$ cat src/rtl/adder_sum_accumulator_if.sv
// Stream bundle for the adder-sum accumulator: sum input channel and burst-total
// output channel, each with its own valid/ready handshake.
interface adder_sum_accumulator_if #(
  parameter int unsigned SUM_W = 4,
  parameter int unsigned ACC_W = 8
);
  logic             in_valid;
  logic             in_ready;
  logic [SUM_W-1:0] sum_in;
  logic             out_valid;
  logic             out_ready;
  logic [ACC_W-1:0] out_data;
  logic             out_ovf;

  modport master (
    output in_valid, sum_in, out_ready,
    input  in_ready, out_valid, out_data, out_ovf
  );

  modport slave (
    input  in_valid, sum_in, out_ready,
    output in_ready, out_valid, out_data, out_ovf
  );
endinterface

$ cat src/rtl/adder_sum_accumulator.sv
// Accumulates BURST consecutive adder sums and presents each burst total with an
// overflow flag. Define ADDER_ACC_SAT_EN to saturate instead of wrap on overflow.
module adder_sum_accumulator #(
  parameter int unsigned SUM_W = 4,
  parameter int unsigned ACC_W = 8,
  parameter int unsigned BURST = 4
) (
  input logic                    clk,
  input logic                    rst,
  adder_sum_accumulator_if.slave bus
);
  localparam int unsigned CntW = $clog2(BURST + 1);
  localparam int unsigned PadW = ACC_W + 1 - SUM_W;

  if (ACC_W < SUM_W) begin : g_bad_acc_w
    $error("ACC_W must be >= SUM_W");
  end
  if (BURST < 1) begin : g_bad_burst
    $error("BURST must be >= 1");
  end

  typedef enum logic [1:0] {StIdle, StAccum, StHold} state_e;

  state_e           state_q, state_d;
  logic [ACC_W-1:0] acc_q, acc_d;
  logic [CntW-1:0]  cnt_q, cnt_d;
  logic             ovf_q, ovf_d;
  logic             out_valid_q, out_valid_d;
  logic [ACC_W-1:0] out_data_q, out_data_d;
  logic             out_ovf_q, out_ovf_d;

  logic             in_ready;
  logic             xfer_in;
  logic             xfer_out;
  logic             last;
  logic             carry;
  logic [ACC_W:0]   sum_ext;
  logic [ACC_W-1:0] acc_nxt;

  // acc is cleared when a burst completes, so a new burst starting in the same
  // cycle as the drain uses the same adder path with a zero base.
  assign sum_ext = {1'b0, acc_q} + {{PadW{1'b0}}, bus.sum_in};
  assign carry   = sum_ext[ACC_W];

`ifdef ADDER_ACC_SAT_EN
  assign acc_nxt = carry ? {ACC_W{1'b1}} : sum_ext[ACC_W-1:0];
`else
  assign acc_nxt = sum_ext[ACC_W-1:0];
`endif

  assign xfer_in  = bus.in_valid & in_ready;
  assign xfer_out = out_valid_q & bus.out_ready;
  assign last     = xfer_in & (cnt_q == CntW'(BURST - 1));

  // State register
  always_ff @(posedge clk) begin
    if (rst) begin
      state_q <= StIdle;
    end else begin
      state_q <= state_d;
    end
  end

  // Next-state logic
  always_comb begin
    state_d = state_q;
    unique case (state_q)
      StIdle, StAccum: begin
        if (xfer_in) begin
          state_d = last ? StHold : StAccum;
        end
      end
      StHold: begin
        if (xfer_in) begin
          state_d = last ? StHold : StAccum;
        end else if (xfer_out) begin
          state_d = StIdle;
        end
      end
      default: state_d = StIdle;
    endcase
  end

  // Output logic: ready depends combinationally on out_ready only
  always_comb begin
    in_ready = (state_q != StHold) | bus.out_ready;
  end

  always_comb begin
    acc_d       = acc_q;
    cnt_d       = cnt_q;
    ovf_d       = ovf_q;
    out_valid_d = out_valid_q;
    out_data_d  = out_data_q;
    out_ovf_d   = out_ovf_q;
    if (xfer_out) begin
      out_valid_d = 1'b0;
    end
    if (last) begin
      acc_d       = '0;
      cnt_d       = '0;
      ovf_d       = 1'b0;
      out_valid_d = 1'b1;
      out_data_d  = acc_nxt;
      out_ovf_d   = ovf_q | carry;
    end else if (xfer_in) begin
      acc_d = acc_nxt;
      cnt_d = cnt_q + CntW'(1);
      ovf_d = ovf_q | carry;
    end
  end

  always_ff @(posedge clk) begin
    if (rst) begin
      acc_q       <= '0;
      cnt_q       <= '0;
      ovf_q       <= 1'b0;
      out_valid_q <= 1'b0;
      out_data_q  <= '0;
      out_ovf_q   <= 1'b0;
    end else begin
      acc_q       <= acc_d;
      cnt_q       <= cnt_d;
      ovf_q       <= ovf_d;
      out_valid_q <= out_valid_d;
      out_data_q  <= out_data_d;
      out_ovf_q   <= out_ovf_d;
    end
  end

  assign bus.in_ready  = in_ready;
  assign bus.out_valid = out_valid_q;
  assign bus.out_data  = out_data_q;
  assign bus.out_ovf   = out_ovf_q;

  cnt_bound_a: assert property (@(posedge clk) disable iff (rst) cnt_q < CntW'(BURST));

  valid_tracks_hold_a: assert property (@(posedge clk) disable iff (rst)
    out_valid_q == (state_q == StHold));

  hold_stable_a: assert property (@(posedge clk) disable iff (rst)
    (out_valid_q && !bus.out_ready && !rst) |=>
      (out_valid_q && $stable(out_data_q) && $stable(out_ovf_q)));
endmodule
$ cat src/flat_wrapper.sv
// flat-port wrapper written by rule: the top's interface ports become plain ports
module adder_sum_accumulator_flat 
#(
  parameter int unsigned SUM_W = 4,
  parameter int unsigned ACC_W = 8,
  parameter int unsigned BURST = 4
)
  (clk, rst, bus_in_valid, bus_sum_in, bus_out_ready, bus_in_ready, bus_out_valid, bus_out_data, bus_out_ovf);
  adder_sum_accumulator_if #(.SUM_W(SUM_W), .ACC_W(ACC_W)) bus_i ();
  input logic clk;
  input logic rst;
  input wire logic [$bits(bus_i.in_valid)-1:0] bus_in_valid;
  input wire logic [$bits(bus_i.sum_in)-1:0] bus_sum_in;
  input wire logic [$bits(bus_i.out_ready)-1:0] bus_out_ready;
  output wire logic [$bits(bus_i.in_ready)-1:0] bus_in_ready;
  output wire logic [$bits(bus_i.out_valid)-1:0] bus_out_valid;
  output wire logic [$bits(bus_i.out_data)-1:0] bus_out_data;
  output wire logic [$bits(bus_i.out_ovf)-1:0] bus_out_ovf;
  assign bus_i.in_valid = bus_in_valid;
  assign bus_i.sum_in = bus_sum_in;
  assign bus_i.out_ready = bus_out_ready;
  assign bus_in_ready = bus_i.in_ready;
  assign bus_out_valid = bus_i.out_valid;
  assign bus_out_data = bus_i.out_data;
  assign bus_out_ovf = bus_i.out_ovf;
  adder_sum_accumulator #(.SUM_W(SUM_W), .ACC_W(ACC_W), .BURST(BURST)) u_core (.clk(clk), .rst(rst), .bus(bus_i));
endmodule
$ cat config.mk
export PLATFORM = sky130hd
export DESIGN_NAME = adder_sum_accumulator_flat
export DESIGN_NICKNAME = d
export VERILOG_FILES = /design/src/rtl/adder_sum_accumulator_if.sv /design/src/rtl/adder_sum_accumulator.sv /design/src/flat_wrapper.sv
export SDC_FILE = /design/constraint.sdc
export NUM_CORES = 1
export LEC_CHECK = 0
export ABC_AREA = 1
export ABC_CLOCK_PERIOD_IN_PS = 2470
export CORE_MARGIN = 3
export CORE_UTILIZATION = 56
export DETAILED_ROUTE_END_ITERATION = 6
export GPL_ROUTABILITY_DRIVEN = 0
export MAX_ROUTING_LAYER = met4
export PLACE_DENSITY = 0.85
export SLEW_MARGIN = 25
export SYNTH_ARGS = -nofsm -noshare
export SYNTH_HDL_FRONTEND = slang
export SYNTH_SLANG_ARGS = --single-unit
$ cat constraint.sdc
create_clock -name clk -period 2.47 [get_ports clk]
set_clock_uncertainty 0.05 [all_clocks]
set_input_delay 0.494 -clock clk [delete_from_list [all_inputs] [get_ports clk]]
set_output_delay 0.494 -clock clk [all_outputs]
set_load 0.02 [all_outputs]
; After elaboration in Yosys (flattened, before gate mapping)
; Index checks and enable logic that the tools add are counted.
[totals]
reg_bits = 24
inputBits = 8
output_inout_bits = 11
word_cells = 32
[classes]
addsub = 2
eq_ne = 6
mux = 7
n_bitwise = 5
reduce_logical = 5
[op_table]
columns = cell, n
row1 = $add 8x4->9, 1
row2 = $mux 2, 4
row3 = $pmux 2 s2, 1
row4 = $reduce_or 2->1, 2
row5 = $add 3x1->3 const B, 1
row6 = $and 1x1->1, 3
row7 = $eq 3x2->1 const B, 1
row8 = $ne 3x1->1 const B, 1
row9 = $eq 2x1->1 const B, 1
row10 = $eq 2x2->1 const B, 1
row11 = $logic_not 2->1, 1
row12 = $mux 1, 2
row13 = $ne 2x1->1 const B, 1
row14 = $ne 2x2->1 const B, 1
row15 = $or 1x1->1, 2
row16 = $reduce_and 2->1, 1
row17 = $reduce_bool 2->1, 1

; Depth between registers and ports, before layout
[logic_depth]
depth_word = 7
mapped_depth = 11
mapped_depth_nobuf = 11

; Worst setup path after synthesis
; No wires, ideal clock.
[synth_path]
kind = input -> register
startpoint = input bus_sum_in[0]
endpoint = register u_core.acc_q[6]
setup_ns = 0.109
arrival_time_ns = 1.633
required_ns = 2.311
path_slack_ns = 0.678
path_stages = 10
cell_sequence = ha_1 > inv_1 > fa_1 > nand3b_1 > nand2_1 > nand3_1 > nand2_1 > nand2_1 > nand2_1 > inv_1
[synth_via]
elab_chain_len = 1
[synth_rtl]
columns = element, line_no
row1 = "start, declared", flat_wrapper.sv:13  ; input wire logic [$bits(bus_i.sum_in)-1:0] bus_sum_in;
row2 = $add 8x4->9, adder_sum_accumulator.sv:42  ; assign sum_ext = {1'b0, acc_q} + {{PadW{1'b0}}, bus.sum_in};
row3 = "end signal, assigned", adder_sum_accumulator.sv:115  ; acc_q <= '0;
row4 = "end signal, assigned", adder_sum_accumulator.sv:122  ; acc_q <= acc_d;
row5 = "end, declared", adder_sum_accumulator.sv:25  ; logic [ACC_W-1:0] acc_q, acc_d;
; Every way passes these cells.
; A chain may end at the register's enable or synchronous reset.

; Worst setup path after layout
[layout_path]
startpoint = input bus_out_ready
endpoint = output bus_in_ready
[layout_via]
elab_chain_len = 1
[layout_rtl]
columns = element, line_no
row1 = "start, declared", flat_wrapper.sv:14  ; input wire logic [$bits(bus_i.out_ready)-1:0] bus_out_ready;
row2 = $or 1x1->1, adder_sum_accumulator.sv:86  ; in_ready = (state_q != StHold) | bus.out_ready;
row3 = "end, declared", flat_wrapper.sv:15  ; output wire logic [$bits(bus_i.in_ready)-1:0] bus_in_ready;
; Every way passes these cells.

==> impl_metrics.py <==
metrics = {
    "status": {
        "status": "finished clean",
    },
    "pwr": {
        "p_comb_frac": 0.158,
        "leakagePower_nw": 0.673,
        "powerDensity_nw_per_um2": 566,
        "sw_frac_of_total": 0.250,
        "p_clk_frac": 0.338,
        "ir_drop_uv": 592,
        "internal_power_mw": 0.623,
        "seq_power_share": 0.504,
        "power_switching_mw": 0.208,
    },
    "critical_path": {
        "crit_chain": "clkdlybuf4s50_1, inv_1, nand3_2, clkdlybuf4s50_1",
        "critPathMaxFanout": 2,
        "r2r_cells": 10,
        "crit_path_frequent_cell": "clkdlybuf4s50_1",
        "cp.arrival_ns": 1.73,
        "crit_slowest_cell": "clkdlybuf4s50_1",
        "critPathRequiredTime_ns": 1.93,
        "cp-start-kind": "input port",
        "slowest_delay_ns": 0.61,
        "crit_type": "in -> out",
        "end_kind": "output port",
    },
    "global_routing": {
        "grt-ovfl-total": 0,
        "antenna_found_initial": 0,
        "grt_use_total": 0.212,
        "grt_pass1_vias": 1032,
        "grt_max_degree": 15,
        "grt_pass1_wl_microns": 4260,
    },
    "sta": {
        "fin_crit_ns": 2.28,
        "slew-limit-headroom": 0.824,
        "worst_pin_slew_ns": 0.262,
        "finalMaxSlewViolations": 0,
        "setup_viol": 0,
        "fin_crit_sh": 0.922,
        "tns_ns": 0,
        "max_freq_mhz": 439,
        "final.setup.worst_slack_ns": 0.193,
        "rsz0062_at_grt": "false",
        "finalHoldViolations": 0,
    },
    "drt": {
        "via_per_inst": 5.07,
        "drtAntennaViolNets": 0,
        "drt_iter0_drc": 26,
        "wl_microns": 2480,
        "drc": 0,
        "wl_per_cell_microns": 11.5,
        "vias": 1091,
        "dr.pass1.iters": 4,
    },
    "floorplan": {
        "start_util": 0.609,
        "fp.dieArea_sq_um": 2800,
        "core-area_sq_um": 2020,
        "die_y_microns": 52.9,
        "die_w_microns": 52.9,
        "rows": 16,
        "ios": 19,
    },
    "synth": {
        "synth-seq-cells": 24,
        "yosysUniqueCellTypes": 25,
        "synth_area_leaders": "dfxtp_1, nand2_1, ha_1, inv_1, nor2_1",
        "netlist_instances": 169,
        "ys_warn_count": 0,
        "yosysTopAreaCell": "dfxtp_1",
        "ys.flop_type": "dfxtp_1",
        "yosysTopAreaCellShare": 0.390,
        "synth_area_sq_um": 1230,
        "synth-seq-area-share": 0.390,
        "yosysMostFrequentCell": "nand2_1",
        "synth.top_cells.by_count": "nand2_1, dfxtp_1, inv_1",
        "avgSynthCellArea_sq_um": 7.29,
        "ys_async_sr_fraction": 0,
        "synth_nets": 184,
        "synth_edf_count": 0,
    },
    "clock_network": {
        "htreeDepth": 1,
        "clk_latency_ns": 0.31,
        "cts_resized": 0,
        "cts_tree": "built",
        "path_clk_slew_ns": 0.13,
        "post_cts_buffers": 0,
        "clock-sinks": 24,
        "clk_path_buf_depth": 2,
        "numCtsBuffers": 3,
        "root_buffer": "clkbuf_4",
        "ctsHoldBuffers": 0,
    },
    "flow_run": {
        "maxCapViolCount": 0,
    },
    "placed_design": {
        "pre_cts_slack_ns": 0.105,
        "io_buffers": 18,
        "dpl.hpwl_microns": 1900,
    },
    "finish": {
        "num_antenna_cells": 0,
        "drive_above_1_share": 0.0904,
        "area_delta_synth_final_pct": 19.2,
        "finalNetCount": 204,
        "final_core_util": 0.726,
        "fillers": 170,
    },
    "hold_path": {
        "min_path_type": "reg -> reg",
        "min_path_cells": 2,
    },
}
-- per-layer routing --
layer  GRT usage  vias up  part of all wire
met1       0.237      492              0.41
li1            -      567                 -
met4      0.0809        0            0.0036
met2       0.364       30              0.55
met5           -        -                 0
met3      0.0535        2             0.040
-- worst max-delay path: cells and delay by family --
| kind | cells | cell delay, ns |
|---|---|---|
| AND/OR/NAND/NOR | 1 | 0.10 |
| buffers and inverters | 3 | 1.14 |
-- power groups by stage --
stage / registers [mW] / logic, mW / clock network, mW
after floorplan: 0.425 / 0.0957 / 0
after detailed placement: 0.427 / 0.129 / 0
after global routing: 0.421 / 0.149 / 0.301
final: 0.419 / 0.131 / 0.281
after global placement: 0.425 / 0.122 / 0
after CTS: 0.418 / 0.132 / 0.285
-- area by class of cell --
cell class              instances  area [sq um]  share of cell area
multi-input cells             120           636               0.433
flip-flops and latches         24           480               0.327
repair buffers                 18           180               0.123
inverters                      22          85.1              0.0580
well taps                      27          33.8              0.0230
clock inverters                 1          30.0              0.0205
clock buffers                   3          22.5              0.0153
-- state kept, by name (all words and copies together) (netlist names) --
signal,cells
u_core.state_q,2
u_core.cnt_q,3
u_core.ovf_q,1
u_core.bus.out_ovf,1
u_core.acc_q,8
u_core.bus.out_valid,1
u_core.bus.out_data,8
-- stage by stage --
stage                     area [sq um]  hold WS (ns)  cells  total power [mW]
final                             1470         0.414    215             0.831
after detailed placement          1420         0.392    211             0.556
after global routing              1470         0.428    215             0.871
after global placement            1420         0.380    211             0.548
after CTS                         1470         0.415    215             0.836
after floorplan                   1230         0.387    169             0.521
-- final timing paths --
path                                          endpoint  slack, ns                   start
worst max register to register         u_core.acc_q[6]       0.70         u_core.acc_q[0]
worst min-delay path            u_core.bus.out_data[5]       0.41  u_core.bus.out_data[5]
worst min register to register  u_core.bus.out_data[5]       0.41  u_core.bus.out_data[5]
worst max-delay path                      bus_in_ready       0.19           bus_out_ready
-- kinds of logic (layout without fill, tap and decap cells) --
| group | Yosys count | count (layout) | share of synthesized area |
|---|---|---|---|
| multiplexers | 1 | 1 | 0.00813 |
| flip-flops | 24 | 24 | 0.390 |
| adder cells (fa/ha/maj) | 7 | 7 | 0.0772 |
| buffers and inverters | 25 | 44 | 0.0935 |
| XOR/XNOR | 2 | 2 | 0.0142 |
| AND/OR/NAND/NOR | 91 | 91 | 0.338 |
| AO/OA/AOI/OAI | 19 | 19 | 0.0783 |
-- cell usage in the layout, fill, tap and decap left out, drive strengths merged, types with 3 or more instances in the layout --
cell type,n
ha,6
o21ai,8
nand2,53
a21oi,10
inv,22
dfxtp,24
nand3,10
or2,4
nor2,21
clkbuf,3
clkdlybuf4s50,18
Power figures use the tool's default switching activity.
